===== src/rtl/plugboard_arbiter_pkg.sv =====
// Shared plugboard constants and the arbiter state encoding.
// Imported by the plugboard arbiter top level.
package plugboard_arbiter_pkg;

  localparam int PB_DEPTH   = 26;
  localparam int PB_ADDR_W  = 5;
  localparam int PB_DATA_W  = 5;
  localparam int PB_NUM_REQ = 12;
  localparam int PB_ID_W    = 4;

  localparam logic [PB_DATA_W-1:0] PB_UNMAPPED = 5'd31;

  typedef enum logic {
    ST_IDLE  = 1'b0,
    ST_CLEAR = 1'b1
  } pb_state_e;

endpackage


===== src/rtl/plugboard_arbiter_m10k.sv =====
// Single-port M10K-style plugboard storage with a registered read port.
// Contents are deliberately not reset.
module plugboard_arbiter_m10k #(
  parameter int DEPTH  = 26,
  parameter int ADDR_W = 5,
  parameter int DATA_W = 5
) (
  input  logic              clk,
  input  logic              we,
  input  logic [ADDR_W-1:0] addr,
  input  logic [DATA_W-1:0] wdata,
  output logic [DATA_W-1:0] q
);

  logic [DATA_W-1:0] mem [DEPTH];

  always_ff @(posedge clk) begin
    if (we) begin
      mem[addr] <= wdata;
    end
    q <= mem[addr];
  end

endmodule


===== src/rtl/plugboard_arbiter_rr.sv =====
// Round-robin arbiter over the drum requesters; the search starts at the
// pointer and the pointer moves just past each granted drum.
module plugboard_arbiter_rr #(
  parameter int NUM_REQ = 12,
  parameter int IDX_W   = $clog2(NUM_REQ)
) (
  input  logic               clk,
  input  logic               reset,
  input  logic               en,
  input  logic [NUM_REQ-1:0] req,
  output logic [NUM_REQ-1:0] gnt,
  output logic [IDX_W-1:0]   idx,
  output logic               valid
);

  logic [IDX_W-1:0] ptr;

  always_comb begin : scan
    int cand;
    logic [IDX_W-1:0] cand_idx;
    gnt      = '0;
    idx      = '0;
    valid    = 1'b0;
    cand     = 0;
    cand_idx = '0;
    if (en) begin
      for (int k = 0; k < NUM_REQ; k++) begin
        cand = int'(ptr) + k;
        if (cand >= NUM_REQ) begin
          cand = cand - NUM_REQ;
        end
        cand_idx = IDX_W'(cand);
        if (!valid && req[cand_idx]) begin
          valid         = 1'b1;
          idx           = cand_idx;
          gnt[cand_idx] = 1'b1;
        end
      end
    end
  end

  // The pointer only advances on a drum grant, so loader wins leave it alone.
  always_ff @(posedge clk or negedge reset) begin
    if (!reset) begin
      ptr <= '0;
    end else if (valid) begin
      ptr <= (idx == IDX_W'(NUM_REQ - 1)) ? '0 : idx + IDX_W'(1);
    end
  end

endmodule


===== src/rtl/plugboard_arbiter.sv =====
// Shares the plugboard M10K between the loader and the drum requesters,
// and runs the clear sweep that marks every entry unmapped.
module plugboard_arbiter
  import plugboard_arbiter_pkg::*;
#(
  parameter int NUM_REQ = PB_NUM_REQ,
  parameter int ADDR_W  = PB_ADDR_W,
  parameter int DATA_W  = PB_DATA_W,
  parameter int DEPTH   = PB_DEPTH,
  parameter int ID_W    = PB_ID_W
) (
  input  logic                      clk,
  input  logic                      reset,
  input  logic                      clear_start,
  output logic                      clear_busy,
  output logic                      clear_done,
  input  logic                      init_req,
  input  logic                      init_we,
  input  logic [ADDR_W-1:0]         init_addr,
  input  logic [DATA_W-1:0]         init_wdata,
  output logic                      init_gnt,
  input  logic [NUM_REQ-1:0]        req,
  input  logic [NUM_REQ-1:0]        req_we,
  input  logic [ADDR_W*NUM_REQ-1:0] req_addr,
  input  logic [DATA_W*NUM_REQ-1:0] req_wdata,
  output logic [NUM_REQ-1:0]        gnt,
  output logic                      rd_valid,
  output logic [ID_W-1:0]           rd_id,
  output logic [DATA_W-1:0]         rd_data,
  output logic                      addr_err
);

  localparam int IDX_W = $clog2(NUM_REQ);
  localparam logic [DATA_W-1:0] SENTINEL = {DATA_W{1'b1}};

  pb_state_e         state, state_next;
  logic [ADDR_W-1:0] sweep_cnt;
  logic              clear_last;
  logic              drum_en, drum_valid;
  logic [IDX_W-1:0]  drum_idx;
  logic              acc_valid, acc_we, addr_bad;
  logic [ADDR_W-1:0] acc_addr;
  logic [DATA_W-1:0] acc_wdata;
  logic [ID_W-1:0]   acc_id;
  logic              mem_we;
  logic [ADDR_W-1:0] mem_addr;
  logic [DATA_W-1:0] mem_wdata, mem_q;
  logic              rd_bad;

  // Grants are held off while reset is asserted so every output reads zero.
  assign init_gnt   = (state == ST_IDLE) && init_req && reset;
  assign drum_en    = (state == ST_IDLE) && !init_req && reset;
  assign clear_busy = (state == ST_CLEAR);
  assign clear_last = (state == ST_CLEAR) && (sweep_cnt == ADDR_W'(DEPTH - 1));

  plugboard_arbiter_rr #(
    .NUM_REQ(NUM_REQ),
    .IDX_W  (IDX_W)
  ) u_rr (
    .clk  (clk),
    .reset(reset),
    .en   (drum_en),
    .req  (req),
    .gnt  (gnt),
    .idx  (drum_idx),
    .valid(drum_valid)
  );

  always_comb begin
    acc_valid = init_gnt | drum_valid;
    acc_we    = 1'b0;
    acc_addr  = '0;
    acc_wdata = '0;
    acc_id    = '0;
    if (init_gnt) begin
      acc_we    = init_we;
      acc_addr  = init_addr;
      acc_wdata = init_wdata;
      acc_id    = ID_W'(NUM_REQ);
    end else if (drum_valid) begin
      acc_we    = req_we[drum_idx];
      acc_addr  = req_addr[ADDR_W*int'(drum_idx) +: ADDR_W];
      acc_wdata = req_wdata[DATA_W*int'(drum_idx) +: DATA_W];
      acc_id    = ID_W'(drum_idx);
    end
    addr_bad = acc_valid && (int'(acc_addr) >= DEPTH);
  end

  // The sweep owns the memory port outright; otherwise the granted access does.
  always_comb begin
    mem_we    = acc_valid && acc_we && !addr_bad;
    mem_addr  = acc_addr;
    mem_wdata = acc_wdata;
    if (state == ST_CLEAR) begin
      mem_we    = 1'b1;
      mem_addr  = sweep_cnt;
      mem_wdata = SENTINEL;
    end
  end

  always_comb begin
    state_next = state;
    case (state)
      ST_IDLE:  if (clear_start) state_next = ST_CLEAR;
      ST_CLEAR: if (clear_last) state_next = ST_IDLE;
      default:  state_next = ST_IDLE;
    endcase
  end

  plugboard_arbiter_m10k #(
    .DEPTH (DEPTH),
    .ADDR_W(ADDR_W),
    .DATA_W(DATA_W)
  ) u_mem (
    .clk  (clk),
    .we   (mem_we),
    .addr (mem_addr),
    .wdata(mem_wdata),
    .q    (mem_q)
  );

  always_ff @(posedge clk or negedge reset) begin
    if (!reset) begin
      state      <= ST_IDLE;
      sweep_cnt  <= '0;
      rd_valid   <= 1'b0;
      rd_id      <= '0;
      rd_bad     <= 1'b0;
      addr_err   <= 1'b0;
      clear_done <= 1'b0;
    end else begin
      state      <= state_next;
      sweep_cnt  <= (state == ST_CLEAR && !clear_last) ? sweep_cnt + ADDR_W'(1) : '0;
      rd_valid   <= acc_valid && !acc_we;
      rd_id      <= (acc_valid && !acc_we) ? acc_id : '0;
      rd_bad     <= acc_valid && !acc_we && addr_bad;
      addr_err   <= addr_bad;
      clear_done <= clear_last;
    end
  end

  // Out-of-range reads never touch the array and report the unmapped value.
  assign rd_data = !rd_valid ? '0 : (rd_bad ? SENTINEL : mem_q);

endmodule


===== config.mk =====
export PLATFORM = sky130hd
export DESIGN_NAME = plugboard_arbiter
export DESIGN_NICKNAME = d
export VERILOG_FILES = /design/src/rtl/plugboard_arbiter_pkg.sv /design/src/rtl/plugboard_arbiter_m10k.sv /design/src/rtl/plugboard_arbiter_rr.sv /design/src/rtl/plugboard_arbiter.sv
export SDC_FILE = /design/constraint.sdc
export NUM_CORES = 1
export LEC_CHECK = 0
export ABC_AREA = 1
export CORE_ASPECT_RATIO = 1.2
export CORE_MARGIN = 1
export CORE_UTILIZATION = 30
export CTS_BUF_LIST = sky130_fd_sc_hd__clkbuf_16
export DETAILED_ROUTE_END_ITERATION = 12
export GPL_TIMING_DRIVEN = 0
export SETUP_SLACK_MARGIN = 0.02
export SLEW_MARGIN = 5
export SYNTH_ARGS = -nofsm -noshare
export SYNTH_HDL_FRONTEND = slang
export SYNTH_HIERARCHICAL = 1
export SYNTH_SLANG_ARGS = --single-unit

===== constraint.sdc =====
create_clock -name clk -period 5.7 [get_ports clk]
set_clock_uncertainty 0.1 [all_clocks]
set_input_delay 0.57 -clock clk [delete_from_list [all_inputs] [get_ports clk]]
set_output_delay 0.57 -clock clk [all_outputs]
set_load 0.03 [all_outputs]

==> results.md <==
- Synth warn: 6
- Share of layout cells above drive strength 1: 25.0%
- Leak pwr: 7.68 nW
- Drt first pass iters: 5
- Fin crit share: 100%
- Input/output buffers: 184
- Critical Path End Type: flop
- DPL Wire Length: 33.4 mm
- Worst path bufs/invs: 13
- CTS root buf: clkbuf_16
- CTS Hold Bufs: 0
- Design Area, Final: 17300 um^2
- Failing checks: negative setup slack
- Grt total ovfl: 0
- Net switching power: 4.05 mW
- VDD IR max: 0.273 mV
- Worst-Skew Late Latency: 0.42 ns
- DR vias: 13000
- Core Rows: 78
- Clk pin slew, worst setup/hold paths: 0.07 ns
- Maxcap violations: 0
- Count leader, synth: nand2_1
- Post-Synthesis Cells: 1671
- R2R Path Start: u_rr/ptr[0]
- Logic pwr share: 68.1%
- Sequential share of the synthesized area: 38.7%
- Worst Tran Pin Value: 0.951 ns
- Final WL: 46.7 mm
- CP Capture Point: u_mem/q[0]
- Slowest CP cell: dfrtp_1
- Post-DP Area: 13900 um^2
- FF/Latch Area: 4460 um^2
- Clock Power Share: 13.3%
- Area contributors post-synth: edfxtp_1, nand2_1, nor2_1
- Clock buffer count from CTS: 17
- Post-synth EDFFs: 130
- R2r setup slk: -0.002 ns
- Synth top cells by count: nand2_1, nor2_1, nand3_1
- CTS Buffer Depth: 2
- Crit Path Max Fanout: 10
- Power density over the cells: 479 nW/um^2
- Min cycle time layout: 5.70 ns
- Rel. slew slack: 36.4%
- Reg-to-Reg End: u_mem/q[0]
- Crit path top cell by count: nand2_1
- Worst setup margin: -0.00230 ns
- Critical path's largest stage delay: 0.40 ns
- Outcome: complete, but fails checks
- Initial drt markers: 1064
- Initial Utilization: 30.5%
- Pint: 4.22 mW
- Post-synth top area share: 33.9%
- Ys flop type: edfxtp_1
- Family with the most delay on the worst path: simple AND/OR/NAND/NOR gates
- Final setup fails: 1
- Final design utilization: 45.7%
- CTS tree: done
- Startpoint types: flop
- Worst Reg-to-Reg Cells: 46
- Unrepaired setup endpoints after global routing: yes
- Number of antenna violations at the first check in global routing: 1
- Critical Path RT: 5.90 ns
- Hold Path Class: flop to flop
- Reg power frac: 18.6%
- Area of the multi-input gates: 7080 um^2
- Total GRT Usage: 22.4%
- # fillers: 3668
- WP data arrival: 5.90 ns
- Vias per cell: 5.18
- Crit Path Category: flop to flop
- Cell variety after synth: 55
- Final hold violations: 0
- Htree depth: 4
- Gpl congestion: 0.973
- Clk sinks: 153
- Core area: 37800 um^2
- Largest net degree at the start of global routing: 27
- Vias in the first global route: 12200
- Hold slack final: 0.437 ns
- First-pass GRT wire length: 67.8 mm
- Cell taking the most area after synthesis: edfxtp_1
- CP Depth: 46
- Area delta synth->final: 50.1%
- Pre-CTS WS: -1.83 ns
- ANT nets after route: 0
- Pins Over Slew Limit: 0
- Die width: 181 um
- Final nets: 2194
- Syn Std Cell Area: 11500 um^2
- Fmax: 0.175 GHz
- Critical Path Start: u_rr/ptr[0]
- I/O pin count: 185
- Synth Register Bits: 153
- Drt wl/cell: 18.6 um
- Height of the die: 216 um
- Die Area: 39100 um^2
- Async S/R FF share, synth: 11.8%
- Sw Share: 49.0%
- DRC: 0
- Avg Cell Area, Syn: 6.88 um^2
- Syn nets: 1856
-- per-stage QoR --
step           std cells  TNS [ns]  power [mW]
4_1_cts             2426         0        7.14
3_5_place_dp        2335   -358.91        5.30
3_3_place_gp        2335   -338.47        5.27
6_report            2503  -0.00230        8.27
5_1_grt             2503    -61.14        8.73
2_1_floorplan       1671         0        4.08
-- power groups by stage --
stage / Clock, mW / Sequential (mW) / Combinational [mW]
after floorplan: 0 / 1.55 / 2.53
after global placement: 0 / 1.57 / 3.70
after detailed placement: 0 / 1.57 / 3.73
after CTS: 1.11 / 1.54 / 4.49
after global routing: 1.15 / 1.56 / 6.02
final: 1.10 / 1.54 / 5.63
-- placed cells by master (no fill, tap or decap), drive strengths merged, types with 12 or more instances in the layout --
| cell | netlist | layout |
|---|---|---|
| a21oi | 20 | 20 |
| buf | 52 | 184 |
| clkbuf | 21 | 41 |
| clkdlybuf4s50 | 0 | 172 |
| dfrtp | 18 | 18 |
| dlymetal6s2s | 0 | 12 |
| edfxtp | 130 | 130 |
| ha | 26 | 26 |
| inv | 158 | 163 |
| nand2 | 622 | 622 |
| nand3 | 165 | 165 |
| nand4 | 16 | 16 |
| nor2 | 233 | 233 |
| nor3 | 24 | 24 |
| o211ai | 17 | 17 |
| o21ai | 98 | 98 |
| o22ai | 12 | 12 |
-- metal layers --
layer  share of wire [%]  wire (um)  global-route usage [%]  vias to the layer above
met5                   0          0                       0                        -
met4                 4.2       1970                    9.54                        0
met3                 5.3       2490                    1.80                      132
met2                  51      23900                    41.4                      578
met1                  39      18300                    26.5                     6106
li1                    -          -                       -                     6148
-- cell type report --
class | instances | area share (%)
Timing Repair Buffer | 322 | 18.3
Sequential cell | 153 | 25.8
Antenna cell | 1 | 0.0145
Multi-Input combinational cell | 1285 | 41.0
Inverter | 160 | 3.84
Buffer | 70 | 4.27
Clock inverter | 15 | 0.870
Clock buffer | 17 | 2.46
Tap cell | 480 | 3.48
-- flip-flops by register name, indices dropped and copies added (netlist names) --
signal      flops
clear_done      1
u_mem/q         5
rd_valid        1
u_rr/ptr        4
rd_bad          1
clear_busy      1
sweep_cnt       5
u_mem/mem     130
addr_err        1
rd_id           4
-- logic make-up after synthesis --
| logic type | share of synthesized area [%] |
|---|---|
| AOI/OAI and AO/OA | 9.26 |
| buffers and inverters | 9.05 |
| DFF | 38.7 |
| and+or+nand+nor | 38.9 |
| adders and majority gates | 2.83 |
| xor gates and xnor gates | 1.15 |
| muxes | 0.0979 |
-- worst min path at each step --
stage | from | to | slack, ns | depth (start not counted)
floorplan | reset | addr_err | 0.17 | 0
finish | sweep_cnt[0] | sweep_cnt[0] | 0.44 | 1
global route | sweep_cnt[2] | clear_done | 0.49 | 1
global placement | sweep_cnt[0] | sweep_cnt[0] | 0.41 | 1
detailed placement | sweep_cnt[0] | sweep_cnt[0] | 0.43 | 1
CTS | sweep_cnt[0] | sweep_cnt[0] | 0.44 | 1
-- timing repair --
item / in CTS / in global routing
resized for setup: 207 / 281
pin swaps: 51 / 128
cloned: 0 / 8
buffers inserted: 60 / 70
endpoints found under the hold margin: 0 / 0
endpoints found under the setup margin: 282 / 281
Note: power is estimated with default switching activity, not from simulation.
